[config.mk]
export PLATFORM = sky130hd
export DESIGN_NAME = mac_accumulator
export DESIGN_NICKNAME = d
export VERILOG_FILES = /design/src/rtl/mac_pkg.sv /design/src/rtl/mac_accumulator_acc_clamp.sv /design/src/rtl/mac_accumulator.sv
export SDC_FILE = /design/constraint.sdc
export NUM_CORES = 1
export LEC_CHECK = 0
export BUFFER_PORTS_ARGS = -buffer_cell sky130_fd_sc_hd__buf_4
export CAP_MARGIN = 25
export CELL_PAD_IN_SITES_DETAIL_PLACEMENT = 0
export CELL_PAD_IN_SITES_GLOBAL_PLACEMENT = 1
export CORE_MARGIN = 8
export CORE_UTILIZATION = 40
export CTS_BUF_LIST = sky130_fd_sc_hd__clkbuf_4
export CTS_CLUSTER_DIAMETER = 200
export DETAILED_ROUTE_END_ITERATION = 6
export PLACE_DENSITY = 0.71
export SKIP_LAST_GASP = 1
export SLEW_MARGIN = 20
export SYNTH_ARGS = -nofsm -noshare
export SYNTH_HDL_FRONTEND = slang
export SYNTH_HIERARCHICAL = 1
export SYNTH_SLANG_ARGS = --single-unit
[constraint.sdc]
create_clock -name clk -period 4.24 [get_ports clk]
set_clock_uncertainty 0.15 [all_clocks]
set_input_delay 0 -clock clk [delete_from_list [all_inputs] [get_ports clk]]
set_output_delay 0 -clock clk [all_outputs]
set_load 0.005 [all_outputs]
[src/rtl/mac_pkg.sv]
// Shared types and sizing helpers for the multiply-accumulate engine.
// Imported by the accumulator top and used by the saturate stage downstream.
package mac_pkg;

  typedef enum logic {
    ACCUM  = 1'b0,
    OUTPUT = 1'b1
  } state_e;

  // Accumulator width: full product plus guard MSBs.
  function automatic int acc_width(int bw, int guard);
    return 2 * bw + guard;
  endfunction

  // Width able to hold a term count from 0 up to max_len.
  function automatic int cnt_width(int max_len);
    return $clog2(max_len + 1);
  endfunction

  localparam int DEF_BIT_WIDTH = 16;
  localparam int DEF_PROD_W    = 2 * DEF_BIT_WIDTH;

  localparam logic [DEF_PROD_W-1:0] PROD_MAX =
    {1'b0, {(DEF_PROD_W-1){1'b1}}};
  localparam logic [DEF_PROD_W-1:0] PROD_MIN =
    {1'b1, {(DEF_PROD_W-1){1'b0}}};

endpackage

[src/rtl/mac_accumulator_acc_clamp.sv]
// Clamps a guard-extended accumulator to the signed output range.
// Same rule as the saturate stage, so both narrowings agree.
module acc_clamp #(
  parameter int IN_W  = 36,
  parameter int OUT_W = 32
) (
  input  logic [IN_W-1:0]  acc_i,
  output logic [OUT_W-1:0] acc_o,
  output logic             clip_o
);

  // Bits above the output sign must all copy the sign to be in range.
  logic [IN_W-OUT_W:0] top;
  logic                in_range;

  assign top      = acc_i[IN_W-1:OUT_W-1];
  assign in_range = (&top) | ~(|top);

  // Pick truncated value, or the signed max/min on overflow.
  always_comb begin
    acc_o  = acc_i[OUT_W-1:0];
    clip_o = 1'b0;
    if (!in_range) begin
      clip_o = 1'b1;
      if (acc_i[IN_W-1]) begin
        acc_o = {1'b1, {(OUT_W-1){1'b0}}};
      end else begin
        acc_o = {1'b0, {(OUT_W-1){1'b1}}};
      end
    end
  end

endmodule

[src/rtl/mac_accumulator.sv]
// Streaming signed MAC: sums a*b terms until last or MAX_LEN,
// then presents the clamped full-precision result on valid/ready.
module mac_accumulator
  import mac_pkg::*;
#(
  parameter int BIT_WIDTH = 16,
  parameter int ACC_GUARD = 4,
  parameter int MAX_LEN   = 16
) (
  input  logic                           clk,
  input  logic                           rst,
  input  logic                           in_valid,
  output logic                           in_ready,
  input  logic [BIT_WIDTH-1:0]           in_a,
  input  logic [BIT_WIDTH-1:0]           in_b,
  input  logic                           in_last,
  output logic                           out_valid,
  input  logic                           out_ready,
  output logic [2*BIT_WIDTH-1:0]         out_acc,
  output logic                           out_clip,
  output logic                           out_err,
  output logic [$clog2(MAX_LEN+1)-1:0]   out_len
);

  localparam int PROD_W = 2 * BIT_WIDTH;
  localparam int ACC_W  = acc_width(BIT_WIDTH, ACC_GUARD);
  localparam int CNT_W  = cnt_width(MAX_LEN);

  localparam logic [CNT_W-1:0] LAST_CNT = CNT_W'(MAX_LEN - 1);

  state_e             state_q;
  logic [ACC_W-1:0]   acc_q;
  logic [CNT_W-1:0]   cnt_q;
  logic [PROD_W-1:0]  out_acc_q;
  logic               out_clip_q;
  logic               out_err_q;
  logic [CNT_W-1:0]   out_len_q;

  logic signed [PROD_W-1:0] prod;
  logic signed [ACC_W-1:0]  prod_ext;
  logic [ACC_W-1:0]         acc_base;
  logic [CNT_W-1:0]         cnt_base;
  logic [ACC_W-1:0]         acc_d;
  logic [CNT_W-1:0]         cnt_d;
  logic                     term_done;
  logic                     in_xfer;
  logic                     out_xfer;
  logic [PROD_W-1:0]        clamp_acc;
  logic                     clamp_clip;

  // Both operands sign-extended first, so the low PROD_W bits
  // are the exact signed product.
  assign prod     = PROD_W'($signed(in_a)) * PROD_W'($signed(in_b));
  assign prod_ext = ACC_W'(prod);

  // A pair taken while a result is leaving starts a fresh sum.
  assign acc_base  = (state_q == OUTPUT) ? '0 : acc_q;
  assign cnt_base  = (state_q == OUTPUT) ? '0 : cnt_q;
  assign acc_d     = acc_base + prod_ext;
  assign cnt_d     = cnt_base + CNT_W'(1);
  assign term_done = in_last | (cnt_base == LAST_CNT);

  assign in_ready  = (state_q == ACCUM) | out_ready;
  assign out_valid = (state_q == OUTPUT);
  assign in_xfer   = in_valid & in_ready;
  assign out_xfer  = out_valid & out_ready;

  assign out_acc  = out_acc_q;
  assign out_clip = out_clip_q;
  assign out_err  = out_err_q;
  assign out_len  = out_len_q;

  acc_clamp #(
    .IN_W  (ACC_W),
    .OUT_W (PROD_W)
  ) u_clamp (
    .acc_i  (acc_d),
    .acc_o  (clamp_acc),
    .clip_o (clamp_clip)
  );

  // Accumulate terms; on the final term latch the result and hand off.
  always_ff @(posedge clk or posedge rst) begin
    if (rst) begin
      state_q    <= ACCUM;
      acc_q      <= '0;
      cnt_q      <= '0;
      out_acc_q  <= '0;
      out_clip_q <= 1'b0;
      out_err_q  <= 1'b0;
      out_len_q  <= '0;
    end else if (in_xfer) begin
      if (term_done) begin
        out_acc_q  <= clamp_acc;
        out_clip_q <= clamp_clip;
        out_err_q  <= ~in_last;
        out_len_q  <= cnt_d;
        acc_q      <= '0;
        cnt_q      <= '0;
        state_q    <= OUTPUT;
      end else begin
        acc_q      <= acc_d;
        cnt_q      <= cnt_d;
        state_q    <= ACCUM;
      end
    end else if (out_xfer) begin
      state_q <= ACCUM;
    end
  end

endmodule
==> flow_summary_export.csv <==
group,metric,value,unit
grt,grt_pass1_wl,72700,µm
timing,tightest_slew,0.681,ns
die,num_rows,73,
critical_path,cp_slowest_stage_delay,0.59,ns
timing,rsz0062_at_grt,"yes",
synth,synth_cell_type_count,74,
placement,hpwl,34300,µm
timing,hold_viol,0,
timing,hold-worst-slack,0.167,ns
timing,fmax,126,MHz
grt,grt_pass1_vias,14333,
clock_network,clk_latency,0.45,ns
synth,yosysTopAreaCell,"fa_1",
synth,ys_seq_area_share,12.7,%
routing,vias_per_cell,5.01,
clock_network,cts_root_buf,"clkbuf_4",
job,maxCapViolCount,0,
synth,async_reset_ff_share,100,%
placement,port-buffer-count,77,
die,core,39500,µm²
timing,setup-tns-final,-188.36,ns
die,pin_count,78,
cells_and_area,fin_nets,2504,
routing,firstDrtPassIters,5,
cells_and_area,utilization,55.0,%
critical_path,crit_path_max_fanout,8,
routing,totalWireLength,42700,µm
cells_and_area,drive_gt1_share,36.6,%
critical_path,crit_type,"input pin to register",
critical_path,worst_setup_path_end_kind,"register",
timing,setup_viol,62,
cells_and_area,syn2layout_area_growth,36.6,%
critical_path,path_common_cell,"fa_1",
synth,avgSynthCellArea,9.40,µm²
synth,yosysTopAreaCellShare,33.0,%
synth,synth_fp_nets,2114,
synth,ys_seq_elements,81,
clock_network,path_clk_slew,0.15,ns
timing,post-route-min-period,7.96,ns
clock_network,cts_inserted_buffers,9,
synth,synth.top_cells.by_area,"fa_1, dfrtp_1, ha_1",
die,die_area,46500,µm²
run_status,violations,"setup timing",
synth,synth.top_cells.by_count,"inv_1, fa_1, nand2_1",
synth,mappedNetlistArea,15900,µm²
timing,setup_ws,-3.72,ns
run_status,outcome,"complete, but fails checks",
synth,synth_most_common_cell,"inv_1",
synth,synth_ff_type,"dfrtp_1",
routing,wl_per_cell,16.3,µm
timing,relSlewSlack,54.4,%
clock_network,numClockSinks,81,
timing,post-route-period-util,188,%
grt,antenna_found_initial,1,
routing,ant_nets,0,
routing,drc,0,
synth,yosys_warnings,6,
clock_network,max-clock-path-buffers,2,
clock_network,h-tree-depth,3,
routing,drt-initial-drc-count,524,
routing,num_vias,13100,
synth,synth-edff-count,0,
critical_path,cp-start-kind,"input pin",
grt,grtUsageTotal,18.6,%
clock_network,cts_tree,"yes",
critical_path,cp_data_required_time,4.43,ns
die,die_y,216,µm
timing,drv_slew,0,
die,start_util,40.3,%
grt,grt_overflow_total,0,
critical_path,crit_arrival,8.15,ns
grt,grt_max_degree,51,
placement,gp_congestion,0.833,
die,die_w,216,µm
synth,syn_inst,1695,
critical_path,crit_path_top_delay_cell,"fa_1",
worst_hold_path,hold_path_class,"input pin to register",
-- path summary, 6_finish.rpt --
path | start | slack [ns] | end | depth (start not counted)
setup / recovery | in_a[5] | -3.72 | out_acc[29] | 35
hold / removal | in_last | 0.17 | cnt_q[0] | 3
setup reg to reg | out_valid | 0.11 | out_acc[29] | 18
hold reg to reg | out_len[0] | 0.35 | out_len[0] | 2
max in group asynchronous | rst | 2.53 | out_clip | 6
min in group asynchronous | rst | 0.42 | out_len[1] | 4
-- placed cells by master, fill, tap and decap left out, types with 43 or more instances in the layout --
cell type / Yosys / final
and2_1: 124 / 105
buf_4: 15 / 366
buf_6: 8 / 63
dfrtp_1: 81 / 81
fa_1: 263 / 258
ha_1: 119 / 90
inv_1: 305 / 283
nand2_1: 155 / 139
nor2_1: 72 / 62
nor2b_1: 43 / 43
-- area by class of cell --
type / instances / area, µm²
antenna: 1 / 2.50
clock buffer: 9 / 67.6
clock inverter: 7 / 78.8
fill: 3462 / 17800
inverter: 305 / 1150
multi-input combinational: 1229 / 13800
sequential: 81 / 2030
tap: 525 / 657
timing repair buffer: 459 / 4020
-- metal layers --
layer  track usage (%)  vias up  share of wire (%)
li1                  -     6223                  -
met1              25.4     6604                 46
met2              31.4      227                 50
met3              1.83       46                2.8
met4              4.29        0                1.8
met5                 0        -                  0
-- critical path: cells and delay by family --
kind / cells / cell delay (ns)
simple gates: 6 / 1.48
buf+inv: 7 / 0.79
compound gates: 12 / 1.95
fa+ha+maj: 8 / 3.48
mux: 1 / 0.26
xor+xnor: 1 / 0.17
-- cell families (layout without fill, tap and decap cells) --
family,after synthesis,after routing,synth area share [%]
multiplexers,38,38,2.67
AND/OR/NAND/NOR,489,489,15.7
flip-flops,81,81,12.7
AO/OA/AOI/OAI,254,254,13.0
adder cells (fa/ha/maj),382,382,42.4
other,0,1,0
buffers and inverters,385,780,9.85
XOR/XNOR,66,66,3.63
-- flip-flops by register name (all words and copies together), names as in the netlist --
signal,flops
acc_q,36
out_clip,1
out_err,1
out_valid,1
out_acc,32
out_len,5
cnt_q,5
-- stage by stage --
step | instances | setup slack (ns) | cell area (µm²)
after floorplan | 1695 | -3.89 | 16500
after global placement | 2531 | -4.36 | 19600
after detailed placement | 2531 | -4.42 | 19600
after CTS | 2585 | -3.66 | 21000
after global routing | 2616 | -3.99 | 21800
final | 2616 | -3.72 | 21800
-- timing repair --
item	4_1_cts	5_1_grt
endpoints found under the setup margin	62	63
gates resized for setup	171	105
hold buffers	5	1
hold endpoints to repair	68	14
gates cloned	5	2
buffers inserted	33	33
pin swaps	105	64
Power is not shown: default switching activity piles up to over one toggle a cycle in this logic, so the estimate is an artifact.
